## src/rtl/bitscan_encoder_16to4_pkg.sv

```systemverilog
// ---------------------------------------------------------------------------
// bitscan_encoder_16to4_pkg
// Shared definitions for the 16-to-4 bit-scan encoder.
//   state_t      : encoder FSM state (IDLE, EMIT)
//   VEC_W        : width of the vector being scanned (16)
//   IDX_W        : width of a bit index within that vector (4)
//   idx_to_mask  : one-hot mask for a given bit index
// ---------------------------------------------------------------------------
package bitscan_encoder_16to4_pkg;

    localparam int VEC_W = 16;
    localparam int IDX_W = 4;

    typedef enum logic {
        IDLE = 1'b0,
        EMIT = 1'b1
    } state_t;

    function automatic logic [VEC_W-1:0] idx_to_mask(input logic [IDX_W-1:0] idx);
        return VEC_W'(1) << idx;
    endfunction

endpackage

```

## src/rtl/bitscan_encoder_16to4_if.sv

```systemverilog
// ---------------------------------------------------------------------------
// bitscan_encoder_16to4_if
// Input and output handshakes of the bit-scan encoder.
//   in_valid/in_ready/inp         : vector capture handshake
//   out_valid/out_ready/out       : one index beat per handshake
//   out_last                      : final index of the captured vector
//   out_zero                      : captured vector was all zeros
// Modports: master = producer/consumer side, slave = encoder side.
// ---------------------------------------------------------------------------
interface bitscan_encoder_16to4_if;
    import bitscan_encoder_16to4_pkg::*;

    logic             in_valid;
    logic             in_ready;
    logic [VEC_W-1:0] inp;
    logic             out_valid;
    logic             out_ready;
    logic [IDX_W-1:0] out;
    logic             out_last;
    logic             out_zero;

    modport master (
        output in_valid, inp, out_ready,
        input  in_ready, out_valid, out, out_last, out_zero
    );

    modport slave (
        input  in_valid, inp, out_ready,
        output in_ready, out_valid, out, out_last, out_zero
    );

endinterface

```

## src/rtl/bitscan_encoder_16to4_prio_enc.sv

```systemverilog
// ---------------------------------------------------------------------------
// prio_enc_16to4
// Combinational priority encoder.
//   vec       : input vector
//   msb_first : 1 = report the highest set bit, 0 = the lowest
//   idx       : index of the selected set bit (0 when vec is empty)
//   none      : vec has no bit set
// ---------------------------------------------------------------------------
module prio_enc_16to4
    import bitscan_encoder_16to4_pkg::*;
(
    input  logic [VEC_W-1:0] vec,
    input  logic             msb_first,
    output logic [IDX_W-1:0] idx,
    output logic             none
);

    // The later assignment in each loop wins, so the scan direction is
    // chosen so that the preferred bit is visited last.
    always_comb begin
        idx  = '0;
        none = ~|vec;
        if (msb_first) begin
            for (int i = 0; i < VEC_W; i++) begin
                if (vec[i]) idx = IDX_W'(i);
            end
        end else begin
            for (int i = VEC_W - 1; i >= 0; i--) begin
                if (vec[i]) idx = IDX_W'(i);
            end
        end
    end

endmodule

```

## src/rtl/bitscan_encoder_16to4.sv

```systemverilog
// ---------------------------------------------------------------------------
// bitscan_encoder_16to4
// Captures a 16-bit vector and emits the index of every set bit, one beat
// per out handshake, in MSB-first or LSB-first order. An all-zero vector
// yields a single beat flagged with out_zero.
//   clk   : rising-edge clock
//   rst_n : asynchronous active-low reset
//   en    : block enable; low blocks accepts and stalls the output
//   bus   : handshake interface (slave side)
// Parameter MSB_FIRST: 1 = highest set bit first, 0 = lowest first.
// ---------------------------------------------------------------------------
module bitscan_encoder_16to4
    import bitscan_encoder_16to4_pkg::*;
#(
    parameter bit MSB_FIRST = 1'b1
) (
    input  logic                    clk,
    input  logic                    rst_n,
    input  logic                    en,
    bitscan_encoder_16to4_if.slave  bus
);

    state_t           state, state_nxt;
    logic [VEC_W-1:0] mask, mask_nxt;
    logic             zero_flag, zero_nxt;

    logic [IDX_W-1:0] sel_idx;
    logic             sel_none;
    logic             emitting;
    logic             in_ready_w;
    logic             out_valid_w;
    logic             last_w;
    logic             accept;
    logic             beat;

    prio_enc_16to4 u_prio (
        .vec       (mask),
        .msb_first (MSB_FIRST),
        .idx       (sel_idx),
        .none      (sel_none)
    );

    // All outputs are decoded from state, mask and zero flag, so reset
    // clears them as soon as rst_n falls.
    always_comb begin
        emitting    = (state == EMIT);
        in_ready_w  = (state == IDLE) && en;
        out_valid_w = emitting && en;
        // An empty mask only occurs for the all-zero beat, which is also last.
        last_w      = sel_none || ((mask & (mask - VEC_W'(1))) == '0);
        accept      = bus.in_valid && in_ready_w;
        beat        = out_valid_w && bus.out_ready;

        bus.in_ready  = in_ready_w;
        bus.out_valid = out_valid_w;
        bus.out       = emitting ? sel_idx : '0;
        bus.out_last  = emitting && last_w;
        bus.out_zero  = emitting && zero_flag;
    end

    always_comb begin
        state_nxt = state;
        mask_nxt  = mask;
        zero_nxt  = zero_flag;
        case (state)
            IDLE: begin
                if (accept) begin
                    mask_nxt  = bus.inp;
                    zero_nxt  = ~|bus.inp;
                    state_nxt = EMIT;
                end
            end
            EMIT: begin
                if (beat) begin
                    mask_nxt = mask & ~idx_to_mask(sel_idx);
                    if (last_w) begin
                        zero_nxt  = 1'b0;
                        state_nxt = IDLE;
                    end
                end
            end
            default: begin
                state_nxt = IDLE;
            end
        endcase
    end

    always_ff @(posedge clk or negedge rst_n) begin
        if (!rst_n) begin
            state <= IDLE;
        end else begin
            state <= state_nxt;
        end
    end

    always_ff @(posedge clk or negedge rst_n) begin
        if (!rst_n) begin
            mask      <= '0;
            zero_flag <= 1'b0;
        end else begin
            mask      <= mask_nxt;
            zero_flag <= zero_nxt;
        end
    end

endmodule

```

## src/flat_wrapper.sv

```systemverilog
// flat-port wrapper written by rule: the top's interface ports become plain ports
module bitscan_encoder_16to4_flat import bitscan_encoder_16to4_pkg::*;
#(
    parameter bit MSB_FIRST = 1'b1
)
  (clk, rst_n, en, bus_in_valid, bus_inp, bus_out_ready, bus_in_ready, bus_out_valid, bus_out, bus_out_last, bus_out_zero);
  bitscan_encoder_16to4_if bus_i ();
  input  logic clk;
  input  logic rst_n;
  input  logic en;
  input wire logic [$bits(bus_i.in_valid)-1:0] bus_in_valid;
  input wire logic [$bits(bus_i.inp)-1:0] bus_inp;
  input wire logic [$bits(bus_i.out_ready)-1:0] bus_out_ready;
  output wire logic [$bits(bus_i.in_ready)-1:0] bus_in_ready;
  output wire logic [$bits(bus_i.out_valid)-1:0] bus_out_valid;
  output wire logic [$bits(bus_i.out)-1:0] bus_out;
  output wire logic [$bits(bus_i.out_last)-1:0] bus_out_last;
  output wire logic [$bits(bus_i.out_zero)-1:0] bus_out_zero;
  assign bus_i.in_valid = bus_in_valid;
  assign bus_i.inp = bus_inp;
  assign bus_i.out_ready = bus_out_ready;
  assign bus_in_ready = bus_i.in_ready;
  assign bus_out_valid = bus_i.out_valid;
  assign bus_out = bus_i.out;
  assign bus_out_last = bus_i.out_last;
  assign bus_out_zero = bus_i.out_zero;
  bitscan_encoder_16to4 #(.MSB_FIRST(MSB_FIRST)) u_core (.clk(clk), .rst_n(rst_n), .en(en), .bus(bus_i));
endmodule
```

## config.mk

```make
export PLATFORM = sky130hd
export DESIGN_NAME = bitscan_encoder_16to4_flat
export DESIGN_NICKNAME = d
export VERILOG_FILES = /design/src/rtl/bitscan_encoder_16to4_pkg.sv /design/src/rtl/bitscan_encoder_16to4_if.sv /design/src/rtl/bitscan_encoder_16to4_prio_enc.sv /design/src/rtl/bitscan_encoder_16to4.sv /design/src/flat_wrapper.sv
export SDC_FILE = /design/constraint.sdc
export NUM_CORES = 1
export LEC_CHECK = 0
export BUFFER_PORTS_ARGS = -buffer_cell sky130_fd_sc_hd__buf_2
export CELL_PAD_IN_SITES_DETAIL_PLACEMENT = 1
export CELL_PAD_IN_SITES_GLOBAL_PLACEMENT = 2
export CORE_UTILIZATION = 34
export CTS_CLUSTER_SIZE = 14
export DETAILED_ROUTE_END_ITERATION = 6
export MAX_ROUTING_LAYER = met4
export PLACE_DENSITY = 0.94
export SYNTH_ARGS = -nofsm -noshare
export SYNTH_HDL_FRONTEND = slang
export SYNTH_SLANG_ARGS = --single-unit
```

## constraint.sdc

```tcl
create_clock -name clk -period 3.1 [get_ports clk]
set_input_delay 0.465 -clock clk [delete_from_list [all_inputs] [get_ports clk]]
set_output_delay 0.465 -clock clk [all_outputs]
set_load 0.01 [all_outputs]
```

---- Word-level counts from Yosys, hierarchy flattened ----
Cells that the tools add are included.
cells by class
  add/sub/neg operators ................... 1
  eq/ne operators ......................... 3
  shifts and indexed selects .............. 1
  multiplexer cells ....................... 27
  bitwise logic cells ..................... 4
  reductions and logical operators ........ 14
operators by type and width
  operator                                                number
  2-to-1 mux 4 bit                                        15
  AND 16 bit                                              2
  2-to-1 mux 16 bit                                       2
  one-hot mux 16 bit (2 select lines)                     1
  OR reduction 16 bit                                     2
  zero test 16 bit                                        1
  NOT 16 bit                                              1
  left shift 1 x 4 -> 16 bit (first input constant)       1
  subtractor 16 x 1 -> 16 bit (second input constant)     1
  2-to-1 mux 1 bit                                        7
  logical AND 1 bit                                       6
  inequality test 2 bit (second input constant)           2
  one-hot mux 1 bit (2 select lines)                      2
  AND reduction 3 bit                                     1
  zero test 1 bit                                         2
  inequality test 2 x 1 -> 1 bit (second input constant)  1
  AND reduction 2 bit                                     1
  logical OR 1 bit                                        1
  NOT 1 bit                                               1
word-level totals
  register bits after elaboration ......... 18
  bits of input ports ..................... 21
  output and inout port bits .............. 8

---- Logic depth before layout (Yosys ltp) ----
  word-level depth ........................ 20
  mapped depth ............................ 6
  depth with buffers taken out ............ 5

---- Cells and area by module ----
A second synthesis with hierarchy kept.
second synthesis, totals
  cell total of the unflattened synthesis .. 186
  area total of the unflattened synthesis .. 1430.1 um2
modules (own cells, without submodules)
  module                 times used  cells each  area an instance (um2)
  bitscan_encoder_16to4  1           131         1126.1
  prio_enc_16to4         1           55          304.0

---- Least setup slack after synthesis ----
Ideal clock, no wire load.
  path type ............................... register to output
  start point ............................. register u_core.mask[5]
  end point ............................... output bus_out_last
  arrival ................................. 1465 ps
  data required time ...................... 2635 ps
  setup slack ............................. 1170 ps
  cell stages (with the launch flop) ...... 5
  path through ............................ dfrtp_1 > nor4_4 > a41oi_1 > nor3_2 > and4_2
on the way
  cells in the longest elaborated chain, start to end .. 5
RTL lines
  element                      RTL line                      RTL
  start: declaration           bitscan_encoder_16to4.sv:24   logic [VEC_W-1:0] mask, mask_nxt;
  start signal: assignment     bitscan_encoder_16to4.sv:101  mask <= mask_nxt;
  subtractor 16 x 1 -> 16 bit  bitscan_encoder_16to4.sv:50   last_w = sel_none || ((mask & (mask - VEC_W'(1))) == '0);
  AND 16 bit                   bitscan_encoder_16to4.sv:50
  zero test 16 bit             bitscan_encoder_16to4.sv:50
  logical OR 1 bit *           bitscan_encoder_16to4.sv:50
  logical AND 1 bit *          bitscan_encoder_16to4.sv:57   bus.out_last = emitting && last_w;
  end: declaration             flat_wrapper.sv:17            output wire logic [$bits(bus_i.out_last)-1:0] bus_out_last;
Mark *: on every way between the ends. The rest lies on a longest branch, timed or not.

---- Worst setup path after layout ----
Same ends and word-level chain as after synthesis.

==> flow_metrics.py <==
metrics = {
    "place": {
        "dpl_worst_slack_ns": 0.795,
        "port_buffers": 28,
        "dp_hpwl_microns": 3380,
        "gp_routability_congestion": 0.868,
        "placement.cell_area_sq_mm": 0.00151,
    },
    "clock_network": {
        "clk_pin_slew_worst_paths_ns": 0.08,
        "cts_hold_repair.buffers": 0,
        "clock_sinks": 18,
        "clk-insertion-delay-late_ns": 0.27,
        "post_cts_repair_timing_setup_buffer_count": 0,
        "cts_buffer_depth": 2,
        "ctsResizeCount": 0,
        "cts_root_buffer": "sky130_fd_sc_hd__clkbuf_8",
        "cts_tree": "yes",
        "cts_inserted_buffers": 3,
        "ctsHtreeMaxLevel": 1,
    },
    "hold_path": {
        "min_path_type": "in2async",
    },
    "sta": {
        "fin_crit_period_ns": 2.59,
        "clock.fmax_ghz": 0.386,
        "worst_clock_skew_ns": 0.00484,
        "sum_neg_setup_slack_ns": 0,
        "worst_slew_pin_slew_ns": 0.565,
        "final_critical_path_setup_slack_ns": 0.507,
        "max_slew_vio_count": 0,
        "post-route-period-util_pct": 83.6,
        "final_hold_viol_count": 0,
        "setup_repair_after_global_routing_missed_its_margin": "false",
        "setup-violations-final": 0,
        "final_layout_worst_hold_slack_ns": 0.128,
        "slew-limit-headroom_pct": 62.0,
    },
    "yosys": {
        "share_of_synthesized_area_spent_on_multiplexers_pct": 3.73,
        "synthesis.yosys.warnings": 0,
        "synthCells": 155,
        "seq_area_frac_synth_pct": 33.6,
        "synth-seq-cells": 18,
        "synth_top_family_by_area": "simple AND/OR/NAND/NOR gates",
        "syn-cell-area_sq_mm": 0.00134,
        "edff_count_synth": 0,
        "yosys.area_share.simple_pct": 29.5,
        "syn-num-nets": 176,
        "synth-xor-area-share_pct": 0,
        "avgSynthCellArea_sq_um": 8.65,
        "synth_cell_types": 46,
        "postSynth.asyncResetShare_pct": 100,
        "synth_compound_area_share_pct": 29.1,
        "ys.flop_type": "sky130_fd_sc_hd__dfrtp_1",
        "yosys.area_share.adder_pct": 0,
    },
    "cells_and_area": {
        "layout.core_utilization_pct": 42.1,
        "layout_cells_sized_above_1_pct": 25.3,
        "area_growth_syn_to_layout_pct": 16.6,
        "nFillCells": 470,
        "final_cell_area_sq_mm": 0.00156,
        "antenna-diode-count": 0,
        "ff_latch_area_sq_um": 450,
        "final_nets": 200,
        "multiInputGateArea_sq_um": 836,
    },
    "global_route": {
        "pin_count_of_the_biggest_net_entering_global_routing": 26,
        "number_of_global_route_vias_before_repair": 1413,
        "initial_antenna_violation_count": 0,
        "grt_overflow_total": 0,
        "grt_pass1_wl_microns": 7160,
        "globalRouteTotalUtil_pct": 23.1,
    },
    "power_and_ir_drop": {
        "vdd_ir_drop_max_mv": 0.611,
        "cellPowerDensity_mw_per_mm2": 1130,
        "total_leakage_power_nw": 0.635,
    },
    "detailed_routing": {
        "post_drt_via_cell_ratio": 6.12,
        "postRouteWirelength_microns": 4350,
        "vias": 1384,
        "drt_first_iter_violations": 81,
        "wl_per_cell_microns": 19.2,
        "antenna_violating_nets_post_route": 0,
        "drc_errors": 0,
        "drt-pass1-iter-count": 4,
    },
    "critical_path": {
        "largest_fanout_on_the_critical_path": 7,
        "crit-reg2reg-capture": "u_core.mask[2]$_DFFE_PN0P_",
        "max_stage_delay_ns": 0.53,
        "critical-path-slowest-cell": "sky130_fd_sc_hd__nor4_4",
        "r2r_cells": 5,
        "crit_path_start_kind": "flip-flop",
        "reg2reg_from": "u_core.emitting$_DFF_PN0_",
        "crit_path_cell_trace": "nor4_4 -> a41oi_1 -> nor3_2 -> and4_2 -> buf_2",
        "critPathLaunch": "u_core.mask[5]$_DFFE_PN0P_",
        "cp_data_arrival_time_ns": 2.13,
        "cp_data_required_time_ns": 2.63,
        "timing.reg2reg.setup_slack_ns": 1.02,
        "worst_setup_path_end_kind": "output pin",
        "setup_cp_type": "reg2out",
    },
    "run": {
        "number_of_maximum_capacitance_constraint_violations": 0,
    },
    "outcome": {
        "status": "finished, final reports clean",
    },
    "floorplanning": {
        "die_area_sq_mm": 0.00420,
        "core_region_area_sq_mm": 0.00372,
        "die_height_microns": 64.8,
        "pin_count": 29,
        "placementRows": 22,
        "chipWidth_microns": 64.8,
        "initial_core_util_pct": 36.1,
    },
}
==> where the power goes <==
part           switching [mW]  internal, mW  total [mW]
Clock                  0.0918         0.113       0.205
Sequential              0.241         0.328       0.569
Combinational           0.577         0.417       0.994
==> registers in the layout, summed over array words and instances, names as in the netlist <==
name and flops:
u_core.zero_flag 1, u_core.mask 16, u_core.emitting 1
==> through the flow <==
step / power, mW / instances
after global routing: 1.89 / 226
after CTS: 1.75 / 226
final: 1.77 / 226
after detailed placement: 1.55 / 222
after global placement: 1.52 / 222
after floorplan: 1.24 / 155
==> metal layers <==
| metal | track usage [%] | routed length (microns) |
|---|---|---|
| met1 | 29.7 | 1900 |
| met2 | 37.4 | 2150 |
| met3 | 2.29 | 204 |
| met4 | 8.89 | 90 |
| met5 | - | 0 |
==> cells by family after synthesis <==
logic type / count (synthesis)
simple gates: 65
compound gates: 53
flops: 18
buf+inv: 14
mux: 5
==> worst max-delay path by stage <==
stage                         endpoint  slack (ns)  cells after the start
after floorplan           bus_out_last        1.17                      4
after global placement    bus_out_last        0.84                      5
after detailed placement  bus_out_last        0.80                      5
after CTS                 bus_out_last        0.51                      5
after global routing      bus_out_last        0.38                      5
final                     bus_out_last        0.51                      5
==> cells in the mapped netlist (2+ instances only) <==
library cell               number  share of area (%)
sky130_fd_sc_hd__a211oi_1       4                2.2
sky130_fd_sc_hd__a41oi_1        2                1.3
sky130_fd_sc_hd__buf_2          2               0.75
sky130_fd_sc_hd__dfrtp_1       18                 34
sky130_fd_sc_hd__nand4_1        3                1.4
sky130_fd_sc_hd__a31oi_1        5                2.3
sky130_fd_sc_hd__nor2b_1        4                1.9
sky130_fd_sc_hd__nor4_4         3                4.8
sky130_fd_sc_hd__nand2_1       13                3.6
sky130_fd_sc_hd__o21ai_0        7                2.6
sky130_fd_sc_hd__clkbuf_1       8                2.2
sky130_fd_sc_hd__nand3_1        4                1.5
sky130_fd_sc_hd__a21oi_1        9                3.4
sky130_fd_sc_hd__nor3_1         6                2.2
sky130_fd_sc_hd__a21boi_0       2                1.1
sky130_fd_sc_hd__o21ai_1        3                1.1
sky130_fd_sc_hd__o31ai_1        2                1.1
sky130_fd_sc_hd__and2_1         4                1.9
sky130_fd_sc_hd__nor2_1        13                3.6
sky130_fd_sc_hd__nor4_1         6                2.8
sky130_fd_sc_hd__mux2i_1        5                3.7
sky130_fd_sc_hd__inv_1          4                1.1
sky130_fd_sc_hd__a21o_1         5                2.8
==> placed cells by master (no fill, tap or decap), types with 5 or more instances in the layout <==
cell / instances
sky130_fd_sc_hd__nor4_1: 6
sky130_fd_sc_hd__dfrtp_1: 18
sky130_fd_sc_hd__nor2_1: 13
sky130_fd_sc_hd__nor3_1: 6
sky130_fd_sc_hd__o21ai_0: 7
sky130_fd_sc_hd__a31oi_1: 5
sky130_fd_sc_hd__nand2_1: 13
sky130_fd_sc_hd__a21o_1: 5
sky130_fd_sc_hd__a21oi_1: 9
sky130_fd_sc_hd__buf_2: 28
sky130_fd_sc_hd__mux2i_1: 5
==> critical path: cells and delay by family, from the launching register on <==
| family | cells | cell delay [ns] |
|---|---|---|
| compound gates | 1 | 0.21 |
| buf+inv | 1 | 0.12 |
| flops | 1 | 0.48 |
| simple gates | 3 | 1.05 |
==> cell type report <==
cell class / count / area share (%)
inverters: 4 / 0.960
clock buffers: 4 / 3.52
multi-input cells: 123 / 53.4
repair buffers: 29 / 9.44
well taps: 48 / 3.84
flip-flops and latches: 18 / 28.8
(Power assumes the default switching activity.)
